$ cat config.mk
export PLATFORM = sky130hd
export DESIGN_NAME = pic_port_responder
export DESIGN_NICKNAME = d
export VERILOG_FILES = /design/src/rtl/pic_port_pkg.sv /design/src/rtl/pic_port_fifo.sv /design/src/rtl/pic_port_responder.sv
export SDC_FILE = /design/constraint.sdc
export NUM_CORES = 1
export LEC_CHECK = 0
export CAP_MARGIN = 15
export CORE_MARGIN = 3
export CORE_UTILIZATION = 55
export CTS_BUF_LIST = sky130_fd_sc_hd__clkbuf_8
export CTS_CLUSTER_SIZE = 16
export DETAILED_ROUTE_END_ITERATION = 7
export HOLD_SLACK_MARGIN = 0.12
export PLACE_DENSITY_LB_ADDON = 0.2
export SYNTH_ARGS = -nofsm -noshare
export SYNTH_HDL_FRONTEND = slang
export SYNTH_SLANG_ARGS = --single-unit
$ cat constraint.sdc
create_clock -name clk -period 6.65 [get_ports clk]
set_clock_uncertainty 0.1 [all_clocks]
set_input_delay 0.9975 -clock clk [delete_from_list [all_inputs] [get_ports clk]]
set_output_delay 0.9975 -clock clk [all_outputs]
set_load 0.01 [all_outputs]
$ cat src/rtl/pic_port_pkg.sv
// Shared types and constants for the PIC16C55 parallel-port responder.
// Pin indices describe the portA mapping used by the board wrapper.
package pic_port_pkg;

  localparam int BYTE_W   = 8;

  localparam int PA_STB   = 0;
  localparam int PA_RW    = 1;
  localparam int PA_ACK   = 2;
  localparam int PA_SPARE = 3;

  typedef enum logic [2:0] {
    IDLE,
    WR,
    RD_WAIT,
    RD_SETUP,
    ACK
  } portState_t;

endpackage

$ cat src/rtl/pic_port_fifo.sv
// Synchronous FIFO with an occupancy count; the head entry is always visible.
// DEPTH must be a power of two so the pointers wrap by plain overflow.
module pic_port_fifo
  import pic_port_pkg::*;
#(
  parameter int DEPTH = 8,
  parameter int WIDTH = BYTE_W
) (
  input  logic                   clk,
  input  logic                   rst,
  input  logic                   push,
  input  logic [WIDTH-1:0]       pushData,
  input  logic                   pop,
  output logic [WIDTH-1:0]       headData,
  output logic                   full,
  output logic                   empty,
  output logic [$clog2(DEPTH):0] count
);

  localparam int PTR_W = $clog2(DEPTH);
  localparam int CNT_W = PTR_W + 1;

  logic [WIDTH-1:0] mem [DEPTH];
  logic [PTR_W-1:0] wrPtr;
  logic [PTR_W-1:0] rdPtr;

  always_ff @(posedge clk) begin
    if (rst) begin
      wrPtr <= '0;
      rdPtr <= '0;
      count <= '0;
    end else begin
      if (push) wrPtr <= wrPtr + PTR_W'(1);
      if (pop)  rdPtr <= rdPtr + PTR_W'(1);
      case ({push, pop})
        2'b10:   count <= count + CNT_W'(1);
        2'b01:   count <= count - CNT_W'(1);
        default: count <= count;
      endcase
    end
  end

  // Storage carries no reset; validity is tracked by the pointers and count.
  always_ff @(posedge clk) begin
    if (push) mem[wrPtr] <= pushData;
  end

  assign headData = mem[rdPtr];
  assign full     = (count == CNT_W'(DEPTH));
  assign empty    = (count == '0);

endmodule

$ cat src/rtl/pic_port_responder.sv
// Far-end responder for the PIC16C55 STB/RW/ACK byte handshake on portA/portB.
// Bytes written by the PIC land in the RX FIFO; reads are served from the TX FIFO.
module pic_port_responder
  import pic_port_pkg::*;
#(
  parameter int DEPTH       = 8,
  parameter int SYNC_STAGES = 2,
  parameter int SETUP_CYC   = 2
) (
  input  logic                   clk,
  input  logic                   rst,
  input  logic                   stb_i,
  input  logic                   rw_i,
  output logic                   ack_o,
  input  logic [BYTE_W-1:0]      data_i,
  output logic [BYTE_W-1:0]      data_o,
  output logic                   data_oe,
  output logic [BYTE_W-1:0]      rx_data,
  output logic                   rx_valid,
  input  logic                   rx_ready,
  input  logic [BYTE_W-1:0]      tx_data,
  input  logic                   tx_valid,
  output logic                   tx_ready,
  output logic [$clog2(DEPTH):0] rx_count,
  output logic [$clog2(DEPTH):0] tx_count,
  output logic                   abort_pulse
);

  localparam int CNT_W = $clog2(SETUP_CYC + 1);

  logic [SYNC_STAGES-1:0]             stbSync;
  logic [SYNC_STAGES-1:0]             rwSync;
  logic [SYNC_STAGES-1:0][BYTE_W-1:0] dataSync;
  logic                               stbS, rwS, stbD, strobeRise;
  logic [BYTE_W-1:0]                  dataS;

  portState_t        state, stateNext;
  logic [CNT_W-1:0]  setupCnt, cntNext;
  logic              oeReg, oeNext;
  logic [BYTE_W-1:0] dataOReg, dOutNext;
  logic              dirRd, dirNext;
  logic              rxPush, txPop, abortNow;

  logic              rxFull, rxEmpty, txFull, txEmpty;
  logic [BYTE_W-1:0] txHead;

  // Input synchronizers for the PIC-driven pins
  always_ff @(posedge clk) begin
    if (rst) begin
      stbSync  <= '0;
      rwSync   <= '0;
      dataSync <= '0;
      stbD     <= 1'b0;
    end else begin
      stbSync  <= {stbSync[SYNC_STAGES-2:0], stb_i};
      rwSync   <= {rwSync[SYNC_STAGES-2:0], rw_i};
      dataSync <= {dataSync[SYNC_STAGES-2:0], data_i};
      stbD     <= stbS;
    end
  end

  assign stbS       = stbSync[SYNC_STAGES-1];
  assign rwS        = rwSync[SYNC_STAGES-1];
  assign dataS      = dataSync[SYNC_STAGES-1];
  assign strobeRise = stbS & ~stbD;

  // Handshake FSM: state register
  always_ff @(posedge clk) begin
    if (rst) begin
      state    <= IDLE;
      setupCnt <= '0;
      oeReg    <= 1'b0;
      dataOReg <= '0;
      dirRd    <= 1'b0;
    end else begin
      state    <= stateNext;
      setupCnt <= cntNext;
      oeReg    <= oeNext;
      dataOReg <= dOutNext;
      dirRd    <= dirNext;
    end
  end

  // A low strobe before ACK is an abort and always beats a pending push.
  always_comb begin
    stateNext = state;
    cntNext   = setupCnt;
    oeNext    = oeReg;
    dOutNext  = dataOReg;
    dirNext   = dirRd;
    rxPush    = 1'b0;
    txPop     = 1'b0;
    abortNow  = 1'b0;
    case (state)
      IDLE: begin
        oeNext = 1'b0;
        if (strobeRise) begin
          dirNext   = rwS;
          stateNext = rwS ? RD_WAIT : WR;
        end
      end
      WR: begin
        if (!stbS) begin
          abortNow  = 1'b1;
          stateNext = IDLE;
        end else if (!rxFull) begin
          rxPush    = 1'b1;
          stateNext = ACK;
        end
      end
      RD_WAIT: begin
        if (!stbS) begin
          abortNow  = 1'b1;
          stateNext = IDLE;
        end else if (!txEmpty) begin
          oeNext    = 1'b1;
          dOutNext  = txHead;
          cntNext   = CNT_W'(SETUP_CYC);
          stateNext = RD_SETUP;
        end
      end
      RD_SETUP: begin
        if (!stbS) begin
          abortNow  = 1'b1;
          oeNext    = 1'b0;
          stateNext = IDLE;
        end else if (setupCnt == CNT_W'(1)) begin
          stateNext = ACK;
        end else begin
          cntNext = setupCnt - CNT_W'(1);
        end
      end
      ACK: begin
        if (!stbS) begin
          txPop     = dirRd;
          oeNext    = 1'b0;
          stateNext = IDLE;
        end
      end
      default: stateNext = IDLE;
    endcase
  end

  // ACK and the bus drive drop in the very cycle the strobe is seen low.
  assign ack_o       = (state == ACK) & stbS;
  assign data_oe     = oeReg & stbS;
  assign data_o      = dataOReg;
  assign abort_pulse = abortNow;

  pic_port_fifo #(.DEPTH(DEPTH), .WIDTH(BYTE_W)) rxFifo (
    .clk      (clk),
    .rst      (rst),
    .push     (rxPush),
    .pushData (dataS),
    .pop      (rx_valid & rx_ready),
    .headData (rx_data),
    .full     (rxFull),
    .empty    (rxEmpty),
    .count    (rx_count)
  );

  pic_port_fifo #(.DEPTH(DEPTH), .WIDTH(BYTE_W)) txFifo (
    .clk      (clk),
    .rst      (rst),
    .push     (tx_valid & tx_ready),
    .pushData (tx_data),
    .pop      (txPop),
    .headData (txHead),
    .full     (txFull),
    .empty    (txEmpty),
    .count    (tx_count)
  );

  assign rx_valid = ~rxEmpty;
  assign tx_ready = ~txFull;

endmodule

# == Word level (Yosys, flattened, before mapping) ==
# Memory sizes are Yosys's and may differ from the RTL's. A register that Yosys moved wholly into a read port is not among the register bits.
# Index checks and enable logic that the tools add are counted.
# totals
memories,2
in_bits,22
latchBits,0
rom_bits,0
register_bits,48
ramBits,128
wordCells,104
out_inout_bits,29
# op_classes
magnitude_cmp,0
n_div,0
n_mux,34
shift,0
eq_ne,21
reduce_logical,14
add_sub_neg,9
n_mul,0
bitwise_logic,9
# memory_table
name,depth,word_bits,read_ports,rd_clocked_by_memory_dff,write_ports,line,source
rxFifo.mem,8,8,1,1,1,pic_port_fifo.sv:23,logic [WIDTH-1:0] mem [DEPTH];
txFifo.mem,8,8,1,1,1,pic_port_fifo.sv:23,
# op_table
cell,count
$mux 3,10
$pmux 4 s2,2
$pmux 3 s5,1
$mux 1,14
$ne 2x2->1 const B,7
$add 3x1->3 const B,4
$mux 2,5
$reduce_and 5->1,2
$ne 3x3->1 const B,3
$add 4x1->4 const B,2
$eq 4x4->1 const B,2
$logic_not 4->1,2
$sub 4x1->4 const B,2
$eq 2x1->1 const B,3
$eq 3x2->1 const B,2
$reduce_bool 2->1,3
$and 1x1->1,5
$eq 2x2->1 const B,2
$not 1->1,4
$pmux 2 s2,1
$reduce_and 4->1,1
$eq 3x1->1 const B,1
$eq 3x3->1 const B,1
$logic_not 3->1,1
other kinds (7),7

# == Longest topological paths before layout ==
# depth
depth_word,6
depth_mapped,11
depth_no_buf,10

# == By module ==
# From an unflattened synthesis, not the netlist that was laid out.
# hier_totals
hier_cells,470
hier_area_um2,7618.6
# modules_own_cells
module,cells_per_inst,area_per_inst_um2,n_inst,seq_area_each_um2
pic_port_fifo at rxFifo,165,3103.0,1,2182.1
pic_port_fifo at txFifo,163,3093.0,1,2182.1
pic_port_responder,142,1422.6,1,720.7

# == Least setup slack after synthesis ==
# Ideal clock, no wire load.
# synth_path
path_kind,flip-flop to output port
from,register (tool-made name)
to,output port rx_data[0]
required_time_ns,5.552
stages_incl_launch_ff,5
setup_slack_ns,3.929
arrival_time_ns,1.624
path_cell_list,dfxtp_1 -> buf_2 -> buf_2 -> mux4_2 -> mux2_2
# synth_lines
item,line,source
end: declaration,pic_port_responder.sv:18,"output logic [BYTE_W-1:0] rx_data,"

==> impl_metrics.tcl <==
set metrics [dict create \
    layout-drive-gt1-share 0.169 \
    numCtsBuffers 17 \
    pin_count 51 \
    synth_edf_count 128 \
    start_util 0.573 \
    coreArea_mm2 0.0128 \
    avgSynthCellArea_um2 16.2 \
    drc_errors 0 \
    clk_path_buf_depth 2 \
    max-slew-margin-rel 0.293 \
    cts_root_buf "clkbuf_8" \
    fin_nets 541 \
    worst_pin_slew_ps 1060 \
    grt_pass1_wl_um 20500 \
    die_w_um 122 \
    use_met1 0.262 \
    synth_top_area_share 0.523 \
    setup_tns_ps 0 \
    syn_inst 453 \
    detail_route.wl_per_cell_um 17.9 \
    maxCapViolations 0 \
    fillers 937 \
    cts_setup_buffers 0 \
    finalCritPeriodShare 0.597 \
    grt_most_used_layer "met2" \
    firstDrtPassIters 4 \
    clk_latency_ps 450 \
    final_common_cell "edfxtp_1" \
    portBuffers 50 \
    power.total_mw 2.08 \
    hold_class "reg2reg" \
    endpoint_kind "output port" \
    arrival_ps 2870 \
    globalRouteMet3Util 0.0460 \
    utilization 0.649 \
    cp_max_fo 16 \
    grt_max_degree 54 \
    grt_util_all_layers 0.185 \
    synthFlopType "edfxtp_1" \
    grt_pass1_vias 3929 \
    power_density_mw_per_mm2 250 \
    drt_iter0_markers 312 \
    rsz0062_at_grt "no" \
    clk_pin_slew_worst_paths_ps 80 \
    finalHoldViolCount 0 \
    dp.cells 661 \
    synthAdderAreaFrac 0.0187 \
    clock-sinks 187 \
    antenna_found_initial 0 \
    slew_viol_final 0 \
    yosys-top-cells-area "edfxtp_1 (52%), dfxtp_1 (16%), mux4_2 (9.8%)" \
    fin_cells 693 \
    place_congestion 0.769 \
    placement_rows 41 \
    syn-cell-area_mm2 0.00735 \
    fin_area_mm2 0.00832 \
    synth_mux_area_frac 0.130 \
    tritoncts "done" \
    cts_hold_buf 0 \
    fmax_mhz 252 \
    synth_top_family_by_area "multiplexers" \
    routed_wl_um 12400 \
    synthXorXnorAreaFrac 0.0167 \
    syn_to_final_growth_pct 13.2 \
    syn_nets 486 \
    via_count 3886 \
    diodes 0 \
    cp.required_ps 5550 \
    synth_largest_area_cell "edfxtp_1" \
    grt.overflow.total 0 \
    vdd_drop_max_mv 0.116 \
    ant_nets 0 \
    htreeDepth 4 \
    synth_seq_cells 187 \
    dieArea_mm2 0.0148 \
    post-route-min-period_ps 3970 \
    die_y_um 122 \
    yosys_warnings 0 \
    post_cts_resized 0 \
    setup-violations-final 0 \
    status "completed" \
    use_met2 0.281 \
    postPlaceCellArea_mm2 0.00799 \
    ys_seq_area_frac 0.684 \
    dp_hpwl_um 8080 \
    cp-start-kind "flip-flop" \
    layout_common_cells "edfxtp_1 (128), dfxtp_1 (59), clkdlybuf4s50_1 (49), mux4_2 (32), nor2_1 (32)" \
    p_leak_nw 2.76 \
    crit_type "reg2out" \
    synth_cell_types 52 \
    synth_compound_area_frac 0.0351 \
    yosys.area_share.simple 0.0931 \
    synth-async-reset-ratio 0 \
    vias_per_cell 5.61 \
]
worst paths after layout:
check               endpoint  depth (start not counted)       from  slack, ps
max               rx_data[2]                          3  flip-flop       2680
min                rwSync[1]                          1  rwSync[0]        340
max reg2reg  txFifo.count[2]                         10   state[2]       3820
min reg2reg        rwSync[1]                          1  rwSync[0]        340
where the power goes:
group	switching [mW]	total (mW)	internal, mW	leakage (nW)
combinational	0.0664	0.154	0.0872	0.925
sequential	0.0312	1.29	1.26	1.65
clock	0.354	0.636	0.282	0.184
total	0.451	2.08	1.63	2.76
final cells by class:
class	count	area, um2	share of cell area
sequential	187	5020	0.604
multi-input combinational	237	2160	0.260
timing repair buffer	60	571	0.0686
clock buffer	17	234	0.0281
tap	172	215	0.0259
clock inverter	15	97.6	0.0117
inverter	5	18.8	0.00226
logic make-up after synthesis:
logic type | count (synthesis)
DFF | 187
and+or+nand+nor | 120
muxes | 54
AOI/OAI and AO/OA | 38
buffers and inverters | 29
xor gates and xnor gates | 14
adders and majority gates | 11
cells in the mapped netlist (6+ instances only):
library cell  instances
mux2i_1              12
xor2_1               14
dfxtp_1              59
ha_1                 11
nor3_1               12
clkbuf_1              6
o21ai_0               7
o2bb2ai_1             8
edfxtp_1            128
nand3_1               9
nand2_1               8
mux4_2               32
nor2_1               32
mux2_2               10
buf_2                 6
nor2b_1              25
a21oi_1              12
metrics by stage:
stage | hold slack, ps | setup WS [ps]
floorplan | 314 | 3930
CTS | 355 | 2600
global placement | 322 | 3150
global route | 371 | 2480
detailed placement | 332 | 3120
finish | 340 | 2680
critical path: stages, from the launching register on:
cell	delay, ps
dfxtp_1	1030
mux4_2	610
mux2_2	300
clkdlybuf4s50_1	480
per-layer routing:
layer  wire [um]  share of wire  vias to the layer above
li1            -              -                     1836
met3         565          0.045                       20
met1        5710           0.46                     1938
met5           0              0                        -
met4         252          0.020                        0
met2        5910           0.48                       92
state kept, by name, summed over array words and instances (netlist names), 2 cells and up, named ones only:
register	flops
dataSync	8
txFifo.wrPtr	3
rxFifo.mem	64
txFifo.count	4
rxFifo.wrPtr	3
txFifo.rdPtr	3
rwSync	2
txFifo.mem	64
stbSync	2
state	3
setupCnt	2
rxFifo.count	4
rxFifo.rdPtr	3
data_o	8
dataS	8
Power figures use the tool's default switching activity.
